==> src/rtl/dest_writeback_unit_pkg.sv <==
// Shared definitions for the destination write-back unit.
// Holds the data width, the destination code map, the read-only constant
// slot values, the FSM state type and a small destination-decode helper.
package dest_writeback_unit_pkg;

  localparam int DATA_W = 17;

  // Destination codes. Codes 3..5 address read-only constant slots and
  // 7..15 are unused; writing any of them is an error.
  localparam logic [3:0] DST_IN1    = 4'd0;
  localparam logic [3:0] DST_IN2    = 4'd1;
  localparam logic [3:0] DST_IN3    = 4'd2;
  localparam logic [3:0] DST_CONST0 = 4'd3;
  localparam logic [3:0] DST_CONST1 = 4'd4;
  localparam logic [3:0] DST_CONST2 = 4'd5;
  localparam logic [3:0] DST_PC     = 4'd6;

  // Values presented by the read-only constant slots.
  localparam logic [DATA_W-1:0] CONST_95   = 17'd95;
  localparam logic [DATA_W-1:0] CONST_200  = 17'd200;
  localparam logic [DATA_W-1:0] CONST_ONES = {DATA_W{1'b1}};

  typedef enum logic {
    ST_IDLE  = 1'b0,
    ST_FLUSH = 1'b1
  } wb_state_e;

  // A destination is writable only if it names an operand register or the PC.
  function automatic logic dest_is_legal(input logic [3:0] dest);
    return (dest == DST_IN1) || (dest == DST_IN2) ||
           (dest == DST_IN3) || (dest == DST_PC);
  endfunction

endpackage

==> src/rtl/dest_writeback_unit_sat_counter.sv <==
// sat_counter: W-bit up-counter that sticks at all-ones, with a clear that
// takes priority over an increment in the same cycle.
// Ports: clk, rst_n (async active-low), clr, inc, cnt (current count).
module sat_counter #(
  parameter int W = 8
) (
  input  logic         clk,
  input  logic         rst_n,
  input  logic         clr,
  input  logic         inc,
  output logic [W-1:0] cnt
);

  logic [W-1:0] cnt_q;
  logic [W-1:0] cnt_d;

  always_comb begin
    cnt_d = cnt_q;
    if (clr) begin
      cnt_d = '0;
    end else if (inc && (cnt_q != {W{1'b1}})) begin
      cnt_d = cnt_q + 1'b1;
    end
  end

  always_ff @(posedge clk or negedge rst_n) begin
    if (!rst_n) begin
      cnt_q <= '0;
    end else begin
      cnt_q <= cnt_d;
    end
  end

  assign cnt = cnt_q;

endmodule

==> src/rtl/dest_writeback_unit.sv <==
// dest_writeback_unit: stores write-back results into the three operand
// registers or the PC, advances the PC, and counts writes aimed at
// read-only or unused destinations.
// Ports:
//   Clock, ResetN            clock, async active-low reset
//   WriteValid/WriteReady    write-back handshake
//   WriteData, Destination   result value and destination code
//   Advance                  increment PC (IDLE only, loses to a PC load)
//   ErrorClear               zero ErrorFlag/ErrorCount (wins over an error)
//   Reg1..Reg3, PC           stored registers
//   ErrorFlag, ErrorCount    sticky error flag, saturating error count
//   DebugState               current FSM state
//
// Handshake: a transaction transfers on a rising Clock edge where both
// WriteValid and WriteReady are 1. WriteReady depends only on the state
// register, never on WriteValid; WriteData/Destination are don't-care
// unless a transfer happens. After a PC load the unit spends one FLUSH
// cycle with WriteReady=0, so a producer holding WriteValid simply waits.
import dest_writeback_unit_pkg::*;

module dest_writeback_unit #(
  parameter logic [16:0] PC_RESET  = 17'd0,
  parameter int          ERR_CNT_W = 8
) (
  input  logic                 Clock,
  input  logic                 ResetN,
  input  logic                 WriteValid,
  output logic                 WriteReady,
  input  logic [DATA_W-1:0]    WriteData,
  input  logic [3:0]           Destination,
  input  logic                 Advance,
  input  logic                 ErrorClear,
  output logic [DATA_W-1:0]    Reg1,
  output logic [DATA_W-1:0]    Reg2,
  output logic [DATA_W-1:0]    Reg3,
  output logic [DATA_W-1:0]    PC,
  output logic                 ErrorFlag,
  output logic [ERR_CNT_W-1:0] ErrorCount,
  output wb_state_e            DebugState
);

  wb_state_e         state_q, state_d;
  logic [DATA_W-1:0] reg1_q, reg1_d;
  logic [DATA_W-1:0] reg2_q, reg2_d;
  logic [DATA_W-1:0] reg3_q, reg3_d;
  logic [DATA_W-1:0] pc_q, pc_d;
  logic              err_flag_q, err_flag_d;
  logic              accept;
  logic              illegal_wr;

  assign WriteReady = (state_q == ST_IDLE);
  assign accept     = WriteValid && WriteReady;
  assign illegal_wr = accept && !dest_is_legal(Destination);

  always_comb begin
    state_d    = ST_IDLE;  // FLUSH always returns to IDLE
    reg1_d     = reg1_q;
    reg2_d     = reg2_q;
    reg3_d     = reg3_q;
    pc_d       = pc_q;
    err_flag_d = err_flag_q;

    // Increment first so that a PC load below overrides it.
    if ((state_q == ST_IDLE) && Advance) begin
      pc_d = pc_q + 17'd1;
    end

    if (accept) begin
      case (Destination)
        DST_IN1: reg1_d = WriteData;
        DST_IN2: reg2_d = WriteData;
        DST_IN3: reg3_d = WriteData;
        DST_PC: begin
          pc_d    = WriteData;
          state_d = ST_FLUSH;
        end
        default: ;
      endcase
    end

    if (ErrorClear) begin
      err_flag_d = 1'b0;
    end else if (illegal_wr) begin
      err_flag_d = 1'b1;
    end
  end

  always_ff @(posedge Clock or negedge ResetN) begin
    if (!ResetN) begin
      state_q    <= ST_IDLE;
      reg1_q     <= '0;
      reg2_q     <= '0;
      reg3_q     <= '0;
      pc_q       <= PC_RESET;
      err_flag_q <= 1'b0;
    end else begin
      state_q    <= state_d;
      reg1_q     <= reg1_d;
      reg2_q     <= reg2_d;
      reg3_q     <= reg3_d;
      pc_q       <= pc_d;
      err_flag_q <= err_flag_d;
    end
  end

  sat_counter #(
    .W(ERR_CNT_W)
  ) u_err_cnt (
    .clk  (Clock),
    .rst_n(ResetN),
    .clr  (ErrorClear),
    .inc  (illegal_wr),
    .cnt  (ErrorCount)
  );

  assign Reg1       = reg1_q;
  assign Reg2       = reg2_q;
  assign Reg3       = reg3_q;
  assign PC         = pc_q;
  assign ErrorFlag  = err_flag_q;
  assign DebugState = state_q;

endmodule
==> config.mk <==
export PLATFORM = sky130hd
export DESIGN_NAME = dest_writeback_unit
export DESIGN_NICKNAME = d
export VERILOG_FILES = /design/src/rtl/dest_writeback_unit_pkg.sv /design/src/rtl/dest_writeback_unit_sat_counter.sv /design/src/rtl/dest_writeback_unit.sv
export SDC_FILE = /design/constraint.sdc
export NUM_CORES = 1
export LEC_CHECK = 0
export CORE_ASPECT_RATIO = 1.25
export CORE_MARGIN = 3
export CORE_UTILIZATION = 42
export DETAILED_ROUTE_END_ITERATION = 6
export PLACE_DENSITY = 0.75
export SLEW_MARGIN = 15
export SYNTH_ARGS = -nofsm -noshare
export SYNTH_HDL_FRONTEND = slang
export SYNTH_SLANG_ARGS = --single-unit
==> constraint.sdc <==
create_clock -name Clock -period 1.4 [get_ports Clock]
set_input_delay 0.28 -clock Clock [delete_from_list [all_inputs] [get_ports Clock]]
set_output_delay 0.28 -clock Clock [all_outputs]
set_load 0.05 [all_outputs]
After elaboration in Yosys (flattened, before gate mapping)
Index checks and enable logic that the tools add are counted.
Widths: inputs -> output; s select.
Storage, ports and cells
  register bits after elaboration: 78
  input port bits: 26
  word-level logic and storage cells: 37
  output and inout port bits: 79
Cells by class
  bitwise logic cells: 1
  equal/unequal tests: 4
  multiplexer cells: 9
  $add $sub $neg: 2
  reductions and logical operators: 14
Operators with widths (number)
  $mux 17: 3
  $add 17x1->17 const B: 1
  $mux 8: 2
  $add 8x1->8 const B: 1
  $ne 8x8->1 const B: 1
  $reduce_and 2->1: 3
  $eq 4x1->1 const B: 1
  $eq 4x2->1 const B: 1
  $eq 4x3->1 const B: 1
  $logic_and 1x1->1: 4
  $logic_not 4->1: 1
  $mux 1: 4
  $reduce_bool 2->1: 2
  $logic_or 1x1->1: 3
  $logic_not 1->1: 1
  $not 1->1: 1

Depth between registers and ports, before layout
Gate-level depths: netlist (run 1).
  word-level depth: 9
  depth in mapped cells: 7

Hierarchy
From an unflattened synthesis (run 1), not the netlist that was laid out.
Second synthesis, totals
  cell total of the unflattened synthesis: 287
  area total of the unflattened synthesis: 3554.7 um^2
Modules (own cells, without submodules)
  dest_writeback_unit: cells an instance 238, seq. area each 1751.7 um^2, area an instance 3090.5 um^2, instances 1
  sat_counter: cells an instance 49, seq. area each 200.2 um^2, area an instance 464.2 um^2, instances 1

Worst setup path after synthesis (run 1)
No wires, ideal clock.
  kind: register to register
  from: reg pc_q[0], in the netlist PC[0]
  to: reg pc_q[8], in the netlist PC[8]
  library setup time: 0.125 ns
  path buffers: 0
  data arrival time: 1.733 ns
  slack: -0.458 ns
  period minus slack after synthesis: 1.858 ns
  cell stages (with the launch flop): 7
  path through: dfrtp_1 -> ha_1 -> nand4b_1 -> nor2_1 -> nand2_1 -> xnor2_1 -> mux2_4
On the way
  cells in the longest elaborated chain, start to end: 4
RTL lines
  start, declared: line dest_writeback_unit.sv:46  | logic [DATA_W-1:0] pc_q, pc_d;
  start signal, assigned: line dest_writeback_unit.sv:101  | pc_q <= pc_d;
  $add 17x1->17 *: line dest_writeback_unit.sv:65  | pc_d = pc_q + 17'd1;
  $mux 17 *: line dest_writeback_unit.sv:64  | if ((state_q == ST_IDLE) && Advance) begin
  $mux 17: line dest_writeback_unit.sv:69  | case (Destination)
  $mux 17 *: line dest_writeback_unit.sv:68  | if (accept) begin
  via pc_d[8]: line dest_writeback_unit.sv:46
Mark *: on every way through the listed nets, which the timed path passes. The rest lies on a longest branch.
A chain may end at the register's enable or synchronous reset.

Final worst setup path (run 1)
  from: reg state_q, in the netlist DebugState
  to: reg pc_q[8], in the netlist PC[8]
On the way
  cells in the longest elaborated chain, start to end: 5
RTL lines
  start, declared: line dest_writeback_unit.sv:42  | wb_state_e state_q, state_d;
  start signal, assigned: line dest_writeback_unit.sv:97  | state_q <= state_d;
  $not 1->1 *: line dest_writeback_unit.sv:51, dest_writeback_unit.sv:64
  $logic_and 1x1->1: line dest_writeback_unit.sv:64
  $mux 17: line dest_writeback_unit.sv:64
  $mux 17: line dest_writeback_unit.sv:69
  $mux 17 *: line dest_writeback_unit.sv:68
  via pc_d[8]: line dest_writeback_unit.sv:46
Marked as above.

==> results of run 1 <==
## path summary, 6_finish.rpt
check	from	end	slack [ns]	cells after the start
setup / recovery	DebugState$_DFF_PN0_	PC[8]$_DFF_PN0_	-0.16	4
hold / removal	ResetN	Reg1[8]$_DFFE_PN0P_	0.29	2
setup reg to reg	DebugState$_DFF_PN0_	PC[8]$_DFF_PN0_	-0.16	4
hold reg to reg	Reg3[1]$_DFFE_PN0P_	Reg3[1]$_DFFE_PN0P_	0.58	1
max in group asynchronous	ResetN	PC[1]$_DFF_PN0_	0.52	3
min in group Clock	WriteData[1]	PC[1]$_DFF_PN0_	0.56	3
## where the power goes
part           internal [W]  switching, W  total, W
sequential          0.00280      0.000555   0.00335
combinational       0.00287       0.00287   0.00574
clock              0.000644      0.000829   0.00147
## cell families after synthesis
family                     synth area share (%)
buffers and inverters                      3.01
xor gates and xnor gates                   5.01
and+or+nand+nor                            11.8
DFF                                        55.8
AOI/OAI and AO/OA                          4.83
muxes                                      18.8
adders and majority gates                 0.715
## repair_timing
action,CTS,global route
resized for setup,13,24
setup endpoints to repair,79,79
pin swaps,6,5
gates cloned,3,0
buffers inserted,7,5
endpoints found under the hold margin,25,0
hold buffers,1,0
## cell type report
type,instances,area [um^2],share of cell area [%]
multi-input combinational,173,1590,25.7
clock buffer,11,131,2.12
inverter,4,15.0,0.242
tap,95,119,1.92
sequential,78,1970,31.8
timing repair buffer,159,2330,37.6
clock inverter,5,36.3,0.586
## through the flow
stage | area [um^2] | hold slack [ns]
2_1_floorplan | 3570 | -0.0156
3_3_place_gp | 5780 | 0.113
3_5_place_dp | 5780 | 0.117
4_1_cts | 6090 | 0.276
5_1_grt | 6200 | 0.290
6_report | 6200 | 0.291
## routing by layer
layer,part of all wire [%],up-vias,global-route usage (%)
li1,-,1247,-
met1,39,1363,26.2
met2,52,105,36.7
met3,5.1,25,4.57
met4,3.9,0,10.4
met5,0,-,0
## synth_stat cells, types with 2 or more instances
cell type,count,area share [%]
dfrtp_1,78,56
mux2_2,42,14
nand2_1,22,2.4
xor2_1,14,3.5
o21ai_2,13,3.3
mux2_4,11,4.7
nor2_1,11,1.2
nand3_1,10,1.4
and3_1,7,1.3
buf_6,7,2.3
xnor2_1,6,1.5
nand4_1,5,0.89
inv_1,4,0.43
nor3_1,4,0.57
o21ai_0,4,0.57
a21oi_1,3,0.43
and4b_1,2,0.57
ha_1,2,0.72
mux2i_1,2,0.57
nand4b_1,2,0.50
nor3_2,2,0.57
o211a_1,2,0.57
## cell usage in the layout (no fill, tap or decap), types with 5 or more instances in the layout
master / count
xnor2_1: 5
o21ai_2: 16
buf_4: 43
clkdlybuf4s50_1: 22
and3_1: 5
buf_12: 83
nand4_1: 5
clkbuf_8: 9
nand2_1: 14
mux2_4: 12
nor2_1: 11
nand3_1: 10
dfrtp_2: 16
xor2_1: 14
buf_6: 7
mux2_2: 41
nand2_2: 8
dfrtp_1: 62
## worst reg2reg max path, stage by stage (launching register included)
cell and delay [ns]:
dfrtp_2 0.45, nor2b_4 0.15, and2b_4 0.20, and4b_4 0.33
mux2_4 0.31
## flip-flops by register name, summed over array words and instances (netlist names)
signal / cells
u_err_cnt.cnt: 8
Reg1: 17
PC: 17
ErrorFlag: 1
Reg3: 17
DebugState: 1
Reg2: 17
==> results.toml, run 1 <==
[outcome]
status = "complete, but fails checks"
failed_checks = "negative setup slack"

[critical_path]
start_kind = "flop"
path_cells = "nor2b_4 > and2b_4 > and4b_4 > mux2_4"
slowest_delay_ns = 0.45
cp_num_buf_inv = 0
path_max_fanout = 5
cp_data_arrival_time_ns = 1.80
cpMaxStageDelayCell = "dfrtp_2"
critPathTopFamily = "simple AND/OR/NAND/NOR gates"
cp_data_required_time_ns = 1.63
path_class = "flop to flop"
critPathCaptureType = "flop"

[sta]
worst_clock_skew_ns = 0.0110
slew_headroom_pct = 75.7
setup_slack_ns = -0.162
rsz0062_at_grt = "yes"
worst_pin_slew_ns = 0.363
setup_tns_ns = -5.13
period_share_pct = 112
final-hold-violation-count = 0
setup_viol = 76
timing.fmax_mhz = 640
maxSlewViolCount = 0
period_minus_slack_ns = 1.56

[grt]
grt_usage_pct = 21.8
grt_antenna_before_repair = 0
grt_overflow = 0
grt_max_degree = 45
grt_pass1_vias = 2957
grt_pass1_wl_um = 15700

[synthesis]
ys_seq_area_share_pct = 55.8
synth-edff-count = 0
syn_nets = 290
ys_async_sr_fraction_pct = 100
syn_inst = 262
synth_cell_types = 31
synth_area_um2 = 3500
synthFlopType = "dfrtp_1"
synth_warnings = 0
postSynthAreaPerCell_um2 = 13.3
ys_ff_latch = 78

[finish]
stdcell_count = 525
n_antenna_cell = 0
layout-drive-gt1-share_pct = 61.2
areaGrowthSynthToFinish_pct = 77.2
nets = 453
fill_cells = 456
final_util_pct = 78.2

[clocking]
cts_sinks = 78
htree_levels = 3
insertion_delay_ns = 0.35
clockBufferDepth = 2
tritoncts = "built"
cts.clk_slew.worst_paths_ns = 0.08
cts_root_buf = "clkbuf_8"
numCtsBuffers = 9

[die]
rows = 36
die-area_um2 = 9460
top_level_ports = 105
die-width_um = 87.6
initial_core_util_pct = 44.1
die-height_um = 108
core_um2 = 7930

[placed_design]
hpwl_um = 6900
pre_cts_slack_ns = -0.551
gp_congestion = 0.800
io_buffers = 104
dp_cells = 495

[pwr]
power.density_nw_per_um2 = 1710
power_w = 0.0106
p_leak_nw = 2.76
vdd_drop_max_uv = 1160

[route]
drt.antenna.violating_nets = 0
drc = 0
wl_um = 10000
drtIter0Drc = 75
vias_per_cell = 5.22
firstDrtPassIters = 4
vias = 2740
wl_per_cell_um = 19.1

[job]
drv_cap = 0

[worst_hold_path]
hp-class = "input port to asynchronous set/reset pin"
No activity file was read; power rests on OpenSTA's default activity.
==> run 2: changes to the inputs <==
CORE_MARGIN = 5   (was 3)
==> run 2 against run 1 <==
- the run still ends with negative setup slack left
- clock skew rose by 0.0034 ns
- sequential cell count did not move
- utilization fell by 0.98 points
- critical path depth rose by 2
- total power rose by 4.7%
- clock power rose by 27%
- count of clock-buffer cells in the layout did not move
- die area rose by 8.4%
- largest cell class unchanged
- largest power group unchanged
- highest routed layer unchanged
==> results.toml, run 2 (synthesis results as in run 1) <==
[grt]
grt_overflow = 0
grt_max_degree = 35
grt_usage_pct = 19.2
grt_pass1_vias = 2953
grt_pass1_wl_um = 15600
grt_antenna_before_repair = 0

[pwr]
power.density_nw_per_um2 = 1750
p_leak_nw = 2.81
combPwrFrac_pct = 52.8
vdd_drop_max_uv = 1490
switchingPower_w = 0.00429
swShare_pct = 38.8
p_seq_share_pct = 30.4
power_w = 0.0111
clkPwrFrac_pct = 16.8
intPower_w = 0.00677

[sta]
timing.fmax_mhz = 646
setup_slack_ns = -0.147
rsz0062_at_grt = "yes"
final-hold-violation-count = 0
setup_viol = 53
setup_tns_ns = -4.01
period_share_pct = 110
slew_headroom_pct = 70.9
maxSlewViolCount = 0
worst_pin_slew_ns = 0.434
period_minus_slack_ns = 1.55
worst_clock_skew_ns = 0.0144

[route]
drc = 0
wl_per_cell_um = 18.7
vias_per_cell = 5.15
vias = 2720
wl_um = 9880
firstDrtPassIters = 4
drtIter0Drc = 81
drt.antenna.violating_nets = 0

[placed_design]
hpwl_um = 6970
pre_cts_slack_ns = -0.588
io_buffers = 104
gp_congestion = 0.797

[clocking]
htree_levels = 3
numCtsBuffers = 9
insertion_delay_ns = 0.35
clockBufferDepth = 2
cts.clk_slew.worst_paths_ns = 0.09
cts_root_buf = "clkbuf_8"
cts_sinks = 78
tritoncts = "built"

[worst_hold_path]
hp-class = "input port to asynchronous set/reset pin"

[finish]
fill_cells = 461
layout_commonest_cell = "buf_12"
nets = 454
areaGrowthSynthToFinish_pct = 80.8
final_util_pct = 77.2
layout-drive-gt1-share_pct = 59.9
n_antenna_cell = 0
mostFrequentLayoutCells = "83 x buf_12, 62 x dfrtp_1, 41 x buf_4"

[critical_path]
start_kind = "flop"
path_max_fanout = 3
path_class = "flop to flop"
cpMaxStageDelayCell = "dfrtp_2"
cp_data_required_time_ns = 1.63
path_cells = "ha_4 > nand4b_1 > nor2_2 > nand2_1 > xnor2_1 > mux2_4"
critPathTopFamily = "simple AND/OR/NAND/NOR gates"
slowest_delay_ns = 0.42
cp_data_arrival_time_ns = 1.77
cp_num_buf_inv = 0
critPathCaptureType = "flop"

[die]
core_um2 = 8190
die-width_um = 91.6
initial_core_util_pct = 42.7
top_level_ports = 105
rows = 37
die-height_um = 112
die-area_um2 = 10300

[outcome]
status = "complete, but fails checks"
failed_checks = "negative setup slack"

[job]
drv_cap = 0
-- run 2: layer usage --
metal | GRT usage [%] | wire length [um] | share of wire, % | vias to the layer above
li1 | - | - | - | 1250
met1 | 23.7 | 4060 | 41 | 1372
met2 | 33.0 | 5260 | 53 | 89
met3 | 4.09 | 442 | 4.5 | 9
met4 | 6.84 | 122 | 1.2 | 0
met5 | 0 | 0 | 0 | -
-- run 2: repair_timing --
action,CTS,global route
cloned,0,3
setup endpoints to repair,78,76
pin swaps,3,13
hold buffers,1,0
hold endpoints to repair,27,0
buffers inserted,5,8
resized for setup,27,18
-- run 2: cell type report --
class | instances | area (um^2) | share of cell area (%)
clock buffer | 11 | 131 | 2.08
inverter | 4 | 15.0 | 0.237
clock inverter | 5 | 83.8 | 1.33
sequential | 78 | 1970 | 31.2
timing repair buffer | 160 | 2350 | 37.2
multi-input combinational | 173 | 1650 | 26.0
tap | 97 | 121 | 1.92
-- run 2: metrics by stage --
step | hold WS (ns) | area, um^2 | instances
2_1_floorplan | -0.0156 | 3570 | 262
3_3_place_gp | 0.226 | 5790 | 496
3_5_place_dp | 0.236 | 5790 | 496
4_1_cts | 0.404 | 6140 | 518
5_1_grt | 0.406 | 6320 | 528
6_report | 0.389 | 6320 | 528
-- run 2: power by group through the flow --
stage / combinational [W] / sequential [W] / clock (W)
final: 0.00585 / 0.00336 / 0.00186
after global routing: 0.00605 / 0.00342 / 0.00201
after CTS: 0.00578 / 0.00334 / 0.00189
after detailed placement: 0.00570 / 0.00338 / 0
after global placement: 0.00561 / 0.00335 / 0
after floorplan: 0.000784 / 0.00507 / 0
-- run 2: final timing paths --
path | slack (ns) | from | cells after the start | to
setup / recovery | -0.15 | PC[1]$_DFF_PN0_ | 6 | PC[8]$_DFF_PN0_
hold / removal | 0.39 | ResetN | 2 | Reg1[7]$_DFFE_PN0P_
setup reg to reg | -0.15 | PC[1]$_DFF_PN0_ | 6 | PC[8]$_DFF_PN0_
hold reg to reg | 0.58 | Reg3[4]$_DFFE_PN0P_ | 1 | Reg3[4]$_DFFE_PN0P_
max in group asynchronous | 0.44 | ResetN | 3 | Reg1[16]$_DFFE_PN0P_
min in group Clock | 0.58 | Reg3[4]$_DFFE_PN0P_ | 1 | Reg3[4]$_DFFE_PN0P_
